`config.mk`:
```
export PLATFORM = sky130hd
export DESIGN_NAME = exe_mem_stage_reg_flat
export DESIGN_NICKNAME = d
export VERILOG_FILES = /design/src/rtl/exe_mem_pkg.sv /design/src/rtl/exe_mem_stage_reg_if.sv /design/src/rtl/mem_lane_gen.sv /design/src/rtl/exe_mem_stage_reg.sv /design/src/flat_wrapper.sv
export SDC_FILE = /design/constraint.sdc
export NUM_CORES = 1
export LEC_CHECK = 0
export ABC_AREA = 1
export CELL_PAD_IN_SITES_DETAIL_PLACEMENT = 1
export CELL_PAD_IN_SITES_GLOBAL_PLACEMENT = 1
export CORE_MARGIN = 10
export CORE_UTILIZATION = 35
export CTS_BUF_LIST = sky130_fd_sc_hd__clkbuf_4
export DETAILED_ROUTE_END_ITERATION = 16
export PLACE_DENSITY_LB_ADDON = 0.1
export SKIP_LAST_GASP = 1
export SLEW_MARGIN = 40
export SYNTH_ARGS = -nofsm -noshare
export SYNTH_HDL_FRONTEND = slang
export SYNTH_HIERARCHICAL = 1
export SYNTH_SLANG_ARGS = --single-unit
```
`constraint.sdc`:
```
create_clock -name clk -period 31.7 [get_ports clk]
set_clock_uncertainty 0.05 [all_clocks]
set_input_delay 6.34 -clock clk [delete_from_list [all_inputs] [get_ports clk]]
set_output_delay 6.34 -clock clk [all_outputs]
set_load 0.05 [all_outputs]
```
`src/rtl/exe_mem_pkg.sv`:
```
// Shared types for the EXE->MEM pipeline boundary: memory op encoding, exception codes,
// FSM states and the registered entry layout.
package exe_mem_pkg;

    typedef enum logic [3:0] {
        NOP = 4'd0,
        LB  = 4'd1,
        LBU = 4'd2,
        LH  = 4'd3,
        LHU = 4'd4,
        LW  = 4'd5,
        SB  = 4'd6,
        SH  = 4'd7,
        SW  = 4'd8
    } mem_op_t;

    localparam logic [4:0] EXC_OV   = 5'h0C;
    localparam logic [4:0] EXC_ADEL = 5'h04;
    localparam logic [4:0] EXC_ADES = 5'h05;

    typedef enum logic [1:0] {
        ST_EMPTY = 2'd0,
        ST_BUSY  = 2'd1,
        ST_FULL  = 2'd2
    } stage_state_t;

    // Exception code lives beside the struct because its width is a module parameter.
    typedef struct packed {
        logic [31:0] alu_out;
        logic [31:0] pc;
        logic [31:0] bad_vaddr;
        logic [31:0] wdata;
        logic [4:0]  dst;
        logic        reg_wr;
        mem_op_t     mem_op;
        logic        mem_req;
        logic [3:0]  be;
        logic        exc_valid;
        logic        in_delay_slot;
    } exe_mem_entry_t;

endpackage

```
`src/rtl/exe_mem_stage_reg_if.sv`:
```
// EXE->MEM boundary bundle: EXE-side request, MEM-side registered entry and the flush strobe.
interface exe_mem_stage_reg_if #(parameter int EXC_W = 5);
    import exe_mem_pkg::*;

    logic             Flush;
    logic             EXE_Valid;
    logic             EXE_Ready;
    logic [31:0]      EXE_ALUOut;
    logic             EXE_Overflow_valid;
    logic [31:0]      EXE_PC;
    logic [4:0]       EXE_Dst;
    logic             EXE_RegWr;
    mem_op_t          EXE_MemOp;
    logic [31:0]      EXE_StoreData;
    logic             EXE_ExcValid;
    logic [EXC_W-1:0] EXE_ExcCode;
    logic             EXE_InDelaySlot;

    logic             MEM_Valid;
    logic             MEM_Ready;
    logic [31:0]      MEM_ALUOut;
    logic [31:0]      MEM_PC;
    logic [4:0]       MEM_Dst;
    logic             MEM_RegWr;
    mem_op_t          MEM_MemOp;
    logic             MEM_MemReq;
    logic [31:0]      MEM_WData;
    logic [3:0]       MEM_BE;
    logic             MEM_ExcValid;
    logic [EXC_W-1:0] MEM_ExcCode;
    logic [31:0]      MEM_BadVAddr;
    logic             MEM_InDelaySlot;

    modport slave (
        input  Flush, EXE_Valid, EXE_ALUOut, EXE_Overflow_valid, EXE_PC, EXE_Dst, EXE_RegWr,
               EXE_MemOp, EXE_StoreData, EXE_ExcValid, EXE_ExcCode, EXE_InDelaySlot, MEM_Ready,
        output EXE_Ready, MEM_Valid, MEM_ALUOut, MEM_PC, MEM_Dst, MEM_RegWr, MEM_MemOp,
               MEM_MemReq, MEM_WData, MEM_BE, MEM_ExcValid, MEM_ExcCode, MEM_BadVAddr,
               MEM_InDelaySlot
    );

    modport master (
        output Flush, EXE_Valid, EXE_ALUOut, EXE_Overflow_valid, EXE_PC, EXE_Dst, EXE_RegWr,
               EXE_MemOp, EXE_StoreData, EXE_ExcValid, EXE_ExcCode, EXE_InDelaySlot, MEM_Ready,
        input  EXE_Ready, MEM_Valid, MEM_ALUOut, MEM_PC, MEM_Dst, MEM_RegWr, MEM_MemOp,
               MEM_MemReq, MEM_WData, MEM_BE, MEM_ExcValid, MEM_ExcCode, MEM_BadVAddr,
               MEM_InDelaySlot
    );

endinterface

```
`src/rtl/mem_lane_gen.sv`:
```
// Combinational store-lane replication, byte enables and alignment check for one memory op.
// Zero latency; no flow control of its own.
module mem_lane_gen
    import exe_mem_pkg::*;
(
    input  mem_op_t     i_op,
    input  logic [1:0]  i_addr_lo,
    input  logic [31:0] i_data,
    output logic [31:0] o_wdata,
    output logic [3:0]  o_be,
    output logic        o_misalign,
    output logic        o_is_store
);

    always_comb begin
        o_wdata    = '0;
        o_be       = '0;
        o_misalign = 1'b0;
        o_is_store = 1'b0;
        case (i_op)
            LB, LBU: o_be = 4'b0001 << i_addr_lo;
            LH, LHU: begin
                o_be       = i_addr_lo[1] ? 4'b1100 : 4'b0011;
                o_misalign = i_addr_lo[0];
            end
            LW: begin
                o_be       = 4'b1111;
                o_misalign = (i_addr_lo != 2'b00);
            end
            SB: begin
                o_wdata    = {4{i_data[7:0]}};
                o_be       = 4'b0001 << i_addr_lo;
                o_is_store = 1'b1;
            end
            SH: begin
                o_wdata    = {2{i_data[15:0]}};
                o_be       = i_addr_lo[1] ? 4'b1100 : 4'b0011;
                o_misalign = i_addr_lo[0];
                o_is_store = 1'b1;
            end
            SW: begin
                o_wdata    = i_data;
                o_be       = 4'b1111;
                o_misalign = (i_addr_lo != 2'b00);
                o_is_store = 1'b1;
            end
            default: ;
        endcase
    end

endmodule

```
`src/rtl/exe_mem_stage_reg.sv`:
```
// EXE->MEM pipeline register: merges exceptions and builds store lanes on entry, then holds
// entries in main + skid registers (1-cycle latency, FIFO order, EXE_Ready registered when SKID_EN).
module exe_mem_stage_reg
    import exe_mem_pkg::*;
#(
    parameter bit SKID_EN = 1'b1,
    parameter int EXC_W   = 5
) (
    input  logic clk,
    input  logic rst,
    exe_mem_stage_reg_if.slave bus
);

    logic [31:0]      w_lane_wdata;
    logic [3:0]       w_lane_be;
    logic             w_misalign;
    logic             w_is_store;
    logic             w_exc;
    logic [EXC_W-1:0] w_code;
    exe_mem_entry_t   w_entry;
    logic             w_in;
    logic             w_out;

    stage_state_t     r_state;
    logic             r_rdy;
    exe_mem_entry_t   r_main;
    exe_mem_entry_t   r_skid;
    logic [EXC_W-1:0] r_main_code;
    logic [EXC_W-1:0] r_skid_code;

    mem_lane_gen u_lane (
        .i_op       (bus.EXE_MemOp),
        .i_addr_lo  (bus.EXE_ALUOut[1:0]),
        .i_data     (bus.EXE_StoreData),
        .o_wdata    (w_lane_wdata),
        .o_be       (w_lane_be),
        .o_misalign (w_misalign),
        .o_is_store (w_is_store)
    );

    // Priority: upstream, overflow, load misalign, store misalign.
    always_comb begin
        w_exc  = bus.EXE_ExcValid | bus.EXE_Overflow_valid | w_misalign;
        w_code = '0;
        if (bus.EXE_ExcValid)            w_code = bus.EXE_ExcCode;
        else if (bus.EXE_Overflow_valid) w_code = EXC_W'(EXC_OV);
        else if (w_misalign)             w_code = w_is_store ? EXC_W'(EXC_ADES) : EXC_W'(EXC_ADEL);

        w_entry               = '0;
        w_entry.alu_out       = bus.EXE_ALUOut;
        w_entry.pc            = bus.EXE_PC;
        w_entry.dst           = bus.EXE_Dst;
        w_entry.mem_op        = bus.EXE_MemOp;
        w_entry.wdata         = w_lane_wdata;
        w_entry.in_delay_slot = bus.EXE_InDelaySlot;
        w_entry.exc_valid     = w_exc;
        w_entry.reg_wr        = bus.EXE_RegWr & ~w_exc;
        w_entry.mem_req       = (bus.EXE_MemOp != NOP) & ~w_exc;
        w_entry.be            = w_exc ? 4'b0000 : w_lane_be;
        w_entry.bad_vaddr     = (!bus.EXE_ExcValid && !bus.EXE_Overflow_valid && w_misalign)
                                ? bus.EXE_ALUOut : 32'h0;
    end

    assign bus.MEM_Valid = (r_state != ST_EMPTY);
    assign bus.EXE_Ready = SKID_EN ? r_rdy : (!bus.MEM_Valid || bus.MEM_Ready);
    assign w_in          = bus.EXE_Valid && bus.EXE_Ready;
    assign w_out         = bus.MEM_Valid && bus.MEM_Ready;

    always_ff @(posedge clk or posedge rst) begin
        if (rst) begin
            r_state     <= ST_EMPTY;
            r_rdy       <= 1'b1;
            r_main      <= '0;
            r_skid      <= '0;
            r_main_code <= '0;
            r_skid_code <= '0;
        end else if (bus.Flush) begin
            r_state     <= ST_EMPTY;
            r_rdy       <= 1'b1;
            r_main      <= '0;
            r_main_code <= '0;
        end else begin
            case (r_state)
                ST_EMPTY: if (w_in) begin
                    r_main      <= w_entry;
                    r_main_code <= w_code;
                    r_state     <= ST_BUSY;
                end
                ST_BUSY: begin
                    if (w_in && w_out) begin
                        r_main      <= w_entry;
                        r_main_code <= w_code;
                    end else if (w_in && SKID_EN) begin
                        r_skid      <= w_entry;
                        r_skid_code <= w_code;
                        r_state     <= ST_FULL;
                        r_rdy       <= 1'b0;
                    end else if (w_out) begin
                        r_state     <= ST_EMPTY;
                    end
                end
                ST_FULL: if (w_out) begin
                    r_main      <= r_skid;
                    r_main_code <= r_skid_code;
                    r_state     <= ST_BUSY;
                    r_rdy       <= 1'b1;
                end
                default: begin
                    r_state <= ST_EMPTY;
                    r_rdy   <= 1'b1;
                end
            endcase
        end
    end

    assign bus.MEM_ALUOut      = r_main.alu_out;
    assign bus.MEM_PC          = r_main.pc;
    assign bus.MEM_Dst         = r_main.dst;
    assign bus.MEM_RegWr       = r_main.reg_wr;
    assign bus.MEM_MemOp       = r_main.mem_op;
    assign bus.MEM_MemReq      = r_main.mem_req;
    assign bus.MEM_WData       = r_main.wdata;
    assign bus.MEM_BE          = r_main.be;
    assign bus.MEM_ExcValid    = r_main.exc_valid;
    assign bus.MEM_ExcCode     = r_main_code;
    assign bus.MEM_BadVAddr    = r_main.bad_vaddr;
    assign bus.MEM_InDelaySlot = r_main.in_delay_slot;

endmodule

```
`src/flat_wrapper.sv`:
```
// flat-port wrapper written by rule: the top's interface ports become plain ports
module exe_mem_stage_reg_flat import exe_mem_pkg::*;
#(
    parameter bit SKID_EN = 1'b1,
    parameter int EXC_W   = 5
)
  (clk, rst, bus_Flush, bus_EXE_Valid, bus_EXE_ALUOut, bus_EXE_Overflow_valid, bus_EXE_PC, bus_EXE_Dst, bus_EXE_RegWr, bus_EXE_MemOp, bus_EXE_StoreData, bus_EXE_ExcValid, bus_EXE_ExcCode, bus_EXE_InDelaySlot, bus_MEM_Ready, bus_EXE_Ready, bus_MEM_Valid, bus_MEM_ALUOut, bus_MEM_PC, bus_MEM_Dst, bus_MEM_RegWr, bus_MEM_MemOp, bus_MEM_MemReq, bus_MEM_WData, bus_MEM_BE, bus_MEM_ExcValid, bus_MEM_ExcCode, bus_MEM_BadVAddr, bus_MEM_InDelaySlot);
  exe_mem_stage_reg_if #(.EXC_W(EXC_W)) bus_i ();
  input  logic clk;
  input  logic rst;
  input wire logic [$bits(bus_i.Flush)-1:0] bus_Flush;
  input wire logic [$bits(bus_i.EXE_Valid)-1:0] bus_EXE_Valid;
  input wire logic [$bits(bus_i.EXE_ALUOut)-1:0] bus_EXE_ALUOut;
  input wire logic [$bits(bus_i.EXE_Overflow_valid)-1:0] bus_EXE_Overflow_valid;
  input wire logic [$bits(bus_i.EXE_PC)-1:0] bus_EXE_PC;
  input wire logic [$bits(bus_i.EXE_Dst)-1:0] bus_EXE_Dst;
  input wire logic [$bits(bus_i.EXE_RegWr)-1:0] bus_EXE_RegWr;
  input wire logic [$bits(bus_i.EXE_MemOp)-1:0] bus_EXE_MemOp;
  input wire logic [$bits(bus_i.EXE_StoreData)-1:0] bus_EXE_StoreData;
  input wire logic [$bits(bus_i.EXE_ExcValid)-1:0] bus_EXE_ExcValid;
  input wire logic [$bits(bus_i.EXE_ExcCode)-1:0] bus_EXE_ExcCode;
  input wire logic [$bits(bus_i.EXE_InDelaySlot)-1:0] bus_EXE_InDelaySlot;
  input wire logic [$bits(bus_i.MEM_Ready)-1:0] bus_MEM_Ready;
  output wire logic [$bits(bus_i.EXE_Ready)-1:0] bus_EXE_Ready;
  output wire logic [$bits(bus_i.MEM_Valid)-1:0] bus_MEM_Valid;
  output wire logic [$bits(bus_i.MEM_ALUOut)-1:0] bus_MEM_ALUOut;
  output wire logic [$bits(bus_i.MEM_PC)-1:0] bus_MEM_PC;
  output wire logic [$bits(bus_i.MEM_Dst)-1:0] bus_MEM_Dst;
  output wire logic [$bits(bus_i.MEM_RegWr)-1:0] bus_MEM_RegWr;
  output wire logic [$bits(bus_i.MEM_MemOp)-1:0] bus_MEM_MemOp;
  output wire logic [$bits(bus_i.MEM_MemReq)-1:0] bus_MEM_MemReq;
  output wire logic [$bits(bus_i.MEM_WData)-1:0] bus_MEM_WData;
  output wire logic [$bits(bus_i.MEM_BE)-1:0] bus_MEM_BE;
  output wire logic [$bits(bus_i.MEM_ExcValid)-1:0] bus_MEM_ExcValid;
  output wire logic [$bits(bus_i.MEM_ExcCode)-1:0] bus_MEM_ExcCode;
  output wire logic [$bits(bus_i.MEM_BadVAddr)-1:0] bus_MEM_BadVAddr;
  output wire logic [$bits(bus_i.MEM_InDelaySlot)-1:0] bus_MEM_InDelaySlot;
  assign bus_i.Flush = bus_Flush;
  assign bus_i.EXE_Valid = bus_EXE_Valid;
  assign bus_i.EXE_ALUOut = bus_EXE_ALUOut;
  assign bus_i.EXE_Overflow_valid = bus_EXE_Overflow_valid;
  assign bus_i.EXE_PC = bus_EXE_PC;
  assign bus_i.EXE_Dst = bus_EXE_Dst;
  assign bus_i.EXE_RegWr = bus_EXE_RegWr;
  assign bus_i.EXE_MemOp = bus_EXE_MemOp;
  assign bus_i.EXE_StoreData = bus_EXE_StoreData;
  assign bus_i.EXE_ExcValid = bus_EXE_ExcValid;
  assign bus_i.EXE_ExcCode = bus_EXE_ExcCode;
  assign bus_i.EXE_InDelaySlot = bus_EXE_InDelaySlot;
  assign bus_i.MEM_Ready = bus_MEM_Ready;
  assign bus_EXE_Ready = bus_i.EXE_Ready;
  assign bus_MEM_Valid = bus_i.MEM_Valid;
  assign bus_MEM_ALUOut = bus_i.MEM_ALUOut;
  assign bus_MEM_PC = bus_i.MEM_PC;
  assign bus_MEM_Dst = bus_i.MEM_Dst;
  assign bus_MEM_RegWr = bus_i.MEM_RegWr;
  assign bus_MEM_MemOp = bus_i.MEM_MemOp;
  assign bus_MEM_MemReq = bus_i.MEM_MemReq;
  assign bus_MEM_WData = bus_i.MEM_WData;
  assign bus_MEM_BE = bus_i.MEM_BE;
  assign bus_MEM_ExcValid = bus_i.MEM_ExcValid;
  assign bus_MEM_ExcCode = bus_i.MEM_ExcCode;
  assign bus_MEM_BadVAddr = bus_i.MEM_BadVAddr;
  assign bus_MEM_InDelaySlot = bus_i.MEM_InDelaySlot;
  exe_mem_stage_reg #(.SKID_EN(SKID_EN), .EXC_W(EXC_W)) u_core (.clk(clk), .rst(rst), .bus(bus_i));
endmodule
```
==> summary.md, run 1 <==
| Metric | Value |
|---|---|
| Core ar. | `39,800 um2` |
| Port-buffer cells | `270` |
| TNS Setup | `0 ns` |
| Asr flop ratio synth | `1.00` |
| Status | `finished clean` |
| Reg clk slew, reported paths | `0.06 ns` |
| Synth-to-layout area growth | `28.8%` |
| Yosys top cell by area | `dfrtp_1` |
| M1 WL | `22,100 um` |
| Launch point of the worst reg-to-reg path | `u_core/r_state[1]` |
| Initial DRC count | `769` |
| Sw Ratio | `0.409` |
| Commonest non-fill, non-tap cell in the layout | `nand2_1` |
| Switching power | `0.000589 W` |
| Met2 WL | `21,700 um` |
| Pre-CTS setup slack | `21.86 ns` |
| Yosys reg bits | `303` |
| Final Worst Setup Slack | `23.03 ns` |
| Post-layout net count | `2,177` |
| Fin. Hold Viols | `0` |
| Power per cell area | `79.0 nW/um2` |
| Ranking of synthesized cells by area | `dfrtp_1, nand2_1, o21ai_0, nand3_1, o21ai_1` |
| Crit path arrival time | `9.28 ns` |
| EDFF count, synth | `0` |
| Detailed Place HPWL | `30,800 um` |
| Synth Flop Type | `dfrtp_1` |
| Sequential fraction of design power | `0.383` |
| Clock network fraction of total power | `0.255` |
| Final ANT Viol Nets | `0` |
| Beginning of the worst hold path | `u_core/bus.MEM_ALUOut[5]` |
| Final setup vio count | `0` |
| Pin count of the biggest net entering global routing | `127` |
| Global Route Usage Sum | `0.192` |
| VDD IR max | `0.0000410 V` |
| Htree depth | `3` |
| CTS hold repair buffers | `0` |
| Sequential area share after synthesis | `0.536` |
| Minimum clock period | `8.67 ns` |
| Worst Hold Class | `flop to flop` |
| Netlist cell types | `25` |
| Share of layout cells above drive strength 1 | `0.0862` |
| Critical path startpoint category | `input pin` |
| TritonCTS clock tree | `done` |
| DR WL/cell | `17.9 um` |
| First-pass GRT wire length | `77,300 um` |
| Worst Path Required | `32.31 ns` |
| Final period utilization | `0.274` |
| Routed wire length | `47,300 um` |
| Ports | `271` |
| Vias in the first global route | `13,900` |
| Placer Congestion | `0.812` |
| Initial Util | `0.355` |
| Row Count | `73` |
| Measured slew at the worst slew-check pin | `0.756 ns` |
| Clock Path Buffers | `3` |
| Internal power | `0.000850 W` |
| Post-CTS Setup Inserts | `0` |
| PostCTS Resize Cnt | `0` |
| Post-synth top area share | `0.534` |
| Overflow after GRT | `0` |
| Synthesized area | `14,100 um2` |
| R2r setup slk | `28.53 ns` |
| CP endpoint kind | `flop` |
| Static Leakage | `8.77 nW` |
| Latest clock arrival within the worst-skew pair | `0.75 ns` |
| Via count | `13,000` |
| Logic pwr share | `0.362` |
| Fin. max-slew vios | `0` |
| Die X | `221 um` |
| Synthesized net count | `1,917` |
| Worst reg2reg path depth | `11` |
| Worst Hold Path EP | `u_core/bus.MEM_ALUOut[5]` |
| Max frequency | `115 MHz` |
| Die area | `48,900 um2` |
| Drt first pass iters | `5` |
| Met3 routed WL | `2610 um` |
| Hold Slack | `0.425 ns` |
| Mean post-synth cell area | `7.87 um2` |
| Total CTS buffers | `90` |
| Worst Hold Path Cells | `2` |
| Highest Signal Layer | `met5` |
| Syn Inst Count | `1,798` |
| Crit-path max FO | `79` |
| Slew HR | `0.496` |
| Number of max-cap violations | `0` |
| CTS root buffer | `clkbuf_4` |
| Fillers | `4,877` |
| Number of vias per cell | `4.92` |
| Initial antenna violation count | `4` |
| DRC | `0` |
| Die Span Y | `221 um` |
| Critical setup path kind | `input pin to flop` |
| # clock sinks | `303` |
| Commonest cells after routing, fill and taps aside | `nand2_1, dfrtp_1, clkdlybuf4s50_1, o21ai_0, clkbuf_4` |
| Synth warn | `6` |
| R2R Path End | `u_core/bus.MEM_ALUOut[13]` |
| RSZ-0062 raised after global routing | `false` |
## cell families after synthesis
group / count (synthesis) / synth area share
simple gates: 871 / 0.249
compound gates: 364 / 0.132
flops: 303 / 0.536
buf+inv: 260 / 0.0832
## worst max-delay path by stage
stage,start,to,slack [ns]
6_report,bus_Flush,u_core/bus.MEM_ALUOut[13],23.03
5_1_grt,bus_Flush,u_core/bus.MEM_ALUOut[13],22.82
4_1_cts,bus_Flush,u_core/bus.MEM_ALUOut[13],22.67
3_5_place_dp,bus_Flush,u_core/bus.MEM_ALUOut[13],21.86
3_3_place_gp,bus_Flush,u_core/bus.MEM_ALUOut[17],21.87
2_1_floorplan,rst,u_core/bus.MEM_ALUOut[0],16.94
## synthesized netlist by cell type (7+ instances only)
library cell and instances:
buf_4 18, inv_1 134, nand3_1 127, clkbuf_1 49, o211ai_1 15, inv_2 8
nand2_1 701, o21ai_1 110, buf_2 35, a21oi_1 41, dfrtp_1 302, o21ai_0 196
buf_6 12, nand2_2 7, nor2_1 23
## worst max-delay path: stages
cell and delay [ns]:
clkdlybuf4s50_1 0.56, inv_6 0.22, nand3_1 0.27, nand3_1 0.15, nor2_4 0.24, buf_4 0.36, buf_12 0.29, buf_6 0.53
nand3_1 0.16, nand2_1 0.10
## power groups by stage
stage	combinational (W)	sequential, W	clock [W]
detailed placement	0.000524	0.000557	0
floorplan	0.000199	0.000695	0
global placement	0.000506	0.000554	0
CTS	0.000527	0.000552	0.000384
finish	0.000521	0.000552	0.000366
global route	0.000569	0.000565	0.000405
## flip-flops by register name (all words and copies together) (netlist names), 2 cells and up
name                     flops
u_core/r_state               2
u_core/bus.MEM_MemOp         4
u_core/bus.MEM_ExcCode       5
u_core/bus.MEM_Dst           5
u_core/r_skid              145
u_core/bus.MEM_ALUOut       32
u_core/bus.MEM_BadVAddr     32
u_core/bus.MEM_PC           32
u_core/bus.MEM_WData        32
u_core/bus.MEM_BE            4
u_core/r_skid_code           5
## routing by layer
layer  up-vias  track usage
met5         -            0
met2       259        0.299
met1      6390        0.251
met3        49       0.0535
met4         2       0.0649
li1       6294            -
## final cells by class
class | count | area [um2] | area share
inverters | 142 | 558 | 0.0306
diodes | 3 | 7.51 | 0.000412
clock buffers | 134 | 1010 | 0.0552
clock inverters | 11 | 67.6 | 0.00371
repair buffers | 286 | 2920 | 0.160
flip-flops and latches | 303 | 7580 | 0.416
well taps | 525 | 657 | 0.0361
multi-input cells | 1235 | 5420 | 0.297
## per-stage QoR
| stage | total power (W) | utilization | area (um2) | cells |
|---|---|---|---|---|
| final | 0.00144 | 0.457 | 18200 | 2639 |
| after global routing | 0.00154 | 0.457 | 18200 | 2639 |
| after CTS | 0.00146 | 0.456 | 18200 | 2635 |
| after detailed placement | 0.00108 | 0.429 | 17100 | 2490 |
| after global placement | 0.00106 | 0.427 | 17000 | 2486 |
| after floorplan | 0.000894 | - | 14100 | 1798 |
Note: power is estimated with default switching activity, not from simulation.
==> run 2: changes to the inputs <==
==> constraint.sdc (replaced) <==
create_clock -name clk -period 8.4 [get_ports clk]
set_clock_uncertainty 0.05 [all_clocks]
set_input_delay 1.68 -clock clk [delete_from_list [all_inputs] [get_ports clk]]
set_output_delay 1.68 -clock clk [all_outputs]
set_load 0.05 [all_outputs]
==> summary.md, run 2 (synthesis gave the netlist of run 1 again) <==
| Metric | Value |
|---|---|
| Status | `finished clean` |
| Logic pwr share | `0.363 (about the same)` |
| Synth-to-layout area growth | `29.2%` |
| CP endpoint kind | `flop` |
| Pre-CTS setup slack | `3.41 ns (-18.46 ns)` |
| GRT met3 Usage | `0.0497 (-0.00382)` |
| Sw Ratio | `0.412 (+0.00262)` |
| Die area | `48,900 um2 (unchanged)` |
| Clock Path Buffers | `3 (unchanged)` |
| Fin. Hold Viols | `0 (unchanged)` |
| Static Leakage | `8.77 nW (about the same)` |
| Latest clock arrival within the worst-skew pair | `0.76 ns (about the same)` |
| Worst Hold Class | `flop to flop` |
| Switching power | `0.00223 W (+280%)` |
| Htree depth | `3 (unchanged)` |
| VDD IR max | `0.000133 V (+230%)` |
| Initial Util | `0.355 (unchanged)` |
| Share of layout cells above drive strength 1 | `0.0862 (about the same)` |
| Commonest cells after routing, fill and taps aside | `nand2_1, dfrtp_1, clkdlybuf4s50_1, o21ai_0, inv_1` |
| Worst Path Required | `9.03 ns (-23.28 ns)` |
| Routed wire length | `47,100 um (-0.48%)` |
| Post-layout net count | `2,177 (unchanged)` |
| Reg clk slew, reported paths | `0.06 ns (about the same)` |
| DRC | `0 (unchanged)` |
| Number of vias per cell | `4.89 (-0.75%)` |
| Via count | `12,900 (-0.72%)` |
| Final Worst Setup Slack | `4.21 ns (-18.82 ns)` |
| Clock network fraction of total power | `0.251 (-0.004)` |
| Max FFs per register | `145 (unchanged)` |
| Power per cell area | `296 nW/um2 (+270%)` |
| RSZ-0062 raised after global routing | `false` |
| Worst setup path start | `bus_Flush` |
| Pin count of the biggest net entering global routing | `146 (+15%)` |
| Placer Congestion | `0.817 (+0.54%)` |
| Final setup vio count | `0 (unchanged)` |
| CTS root buffer | `clkbuf_4` |
| Slew HR | `0.487 (-0.00956)` |
| Drt first pass iters | `6 (+1)` |
| Total CTS buffers | `88 (-2.2%)` |
| Launch point of the worst reg-to-reg path | `u_core/r_state[1]` |
| Crit-path max FO | `92 (+16%)` |
| Critical path startpoint category | `input pin` |
| Measured slew at the worst slew-check pin | `0.770 ns (+0.0143 ns)` |
| Detailed Place HPWL | `30,900 um (+0.55%)` |
| Internal power | `0.00318 W (+270%)` |
| # clock sinks | `303 (unchanged)` |
| Sequential fraction of design power | `0.386 (+0.003)` |
| Slowest stage cell, crit path | `buf_6` |
| Commonest non-fill, non-tap cell in the layout | `nand2_1` |
| Minimum clock period | `4.19 ns` |
| Die Span Y | `221 um (unchanged)` |
| Initial antenna violation count | `3 (-1)` |
| TNS Setup | `0 ns (unchanged)` |
| Final ANT Viol Nets | `0 (unchanged)` |
| Vias in the first global route | `13,800 (-1.0%)` |
| Crit path arrival time | `4.82 ns (-4.46 ns)` |
| CP delay by family, top | `buffers and inverters` |
| Worst Path Buf+Inv | `4 (-1)` |
| Number of max-cap violations | `0 (unchanged)` |
| CP peak stage delay | `0.60 ns (+0.04 ns)` |
| Row Count | `73 (unchanged)` |
| Ports | `271 (unchanged)` |
| GR peak layer | `met2` |
| Core ar. | `39,800 um2 (unchanged)` |
| Beginning of the worst hold path | `u_core/bus.MEM_ALUOut[8]` |
| GR Layer Usage met1 | `0.249 (-0.00219)` |
| Critical setup path kind | `input pin to flop` |
| Max frequency | `238 MHz` |
| Most used cell, CP | `nand3_1` |
| PostCTS Resize Cnt | `0 (unchanged)` |
| Global Route Usage Sum | `0.189 (-0.00280)` |
| First-pass GRT wire length | `76,100 um (-1.6%)` |
| Final period utilization | `0.499` |
| DR WL/cell | `17.8 um (-0.52%)` |
| Initial DRC count | `732 (-4.8%)` |
| Port-buffer cells | `270 (unchanged)` |
| Overflow after GRT | `0 (unchanged)` |
| Critical-path cell list | `clkdlybuf4s50_1 > inv_6 > nand3_1 > nand3_1 > nor2_4 > buf_6 > buf_4 > nand3_1 > nand2_1` |
| TritonCTS clock tree | `done` |
| CTS hold repair buffers | `0 (unchanged)` |
| Fin. max-slew vios | `0 (unchanged)` |
| Largest register by flop count | `u_core/r_skid` |
| M2 GR Usage | `0.301 (+0.00206)` |
| Post-CTS Setup Inserts | `0 (unchanged)` |
| Die X | `221 um (unchanged)` |
==> run 2: per-layer routing <==
metal	vias up	share of wire
li1	6278	-
met4	0	0.017
met3	60	0.047
met5	-	0
met1	6318	0.47
met2	245	0.46
==> run 2: final timing paths <==
| path | endpoint | slack [ns] | cells after the start |
|---|---|---|---|
| max in group asynchronous | u_core/r_skid[71] | 5.76 | 5 |
| min in group asynchronous | u_core/bus.MEM_PC[22] | 1.20 | 2 |
| worst max register to register | u_core/bus.MEM_Dst[3] | 5.00 | 10 |
| worst min register to register | u_core/bus.MEM_ALUOut[8] | 0.43 | 2 |
| worst max-delay path | u_core/bus.MEM_Dst[3] | 4.21 | 9 |
| worst min-delay path | u_core/bus.MEM_ALUOut[8] | 0.43 | 2 |
==> run 2: power by group through the flow <==
stage | Clock, W | Combinational, W | Sequential [W]
4_1_cts | 0.00142 | 0.00199 | 0.00209
2_1_floorplan | 0 | 0.000751 | 0.00262
3_3_place_gp | 0 | 0.00190 | 0.00210
3_5_place_dp | 0 | 0.00198 | 0.00211
5_1_grt | 0.00150 | 0.00214 | 0.00214
6_report | 0.00136 | 0.00196 | 0.00209
==> run 2: worst register-to-register path: stages (launching register included) <==
cell and delay [ns]:
dfrtp_1 0.48, inv_2 0.14, nor2_4 0.03, buf_4 0.33, nand2_2 0.24, nand3_1 0.15, nor2_4 0.47, buf_6 0.61
buf_4 0.54, nand3_1 0.17, nand2_1 0.11
==> run 2: area by class of cell <==
class                      count  area (um2)
antenna                        3        7.51
clock buffer                 127         953
clock inverter                17        98.8
fill                        4904       21500
inverter                     142         549
multi-input combinational   1235        5430
sequential                   303        7580
tap                          525         657
timing repair buffer         288        3000
==> run 2: through the flow <==
stage | utilization | hold WS (ns) | cell area, um2 | power, W | std cells
CTS | 0.457 | 0.431 | 18200 | 0.00550 | 2634
finish | 0.459 | 0.425 | 18300 | 0.00541 | 2640
global placement | 0.427 | 0.408 | 17000 | 0.00400 | 2485
detailed placement | 0.430 | 0.415 | 17100 | 0.00409 | 2490
floorplan | - | 0.392 | 14200 | 0.00338 | 1798
global route | 0.459 | 0.449 | 18300 | 0.00577 | 2639
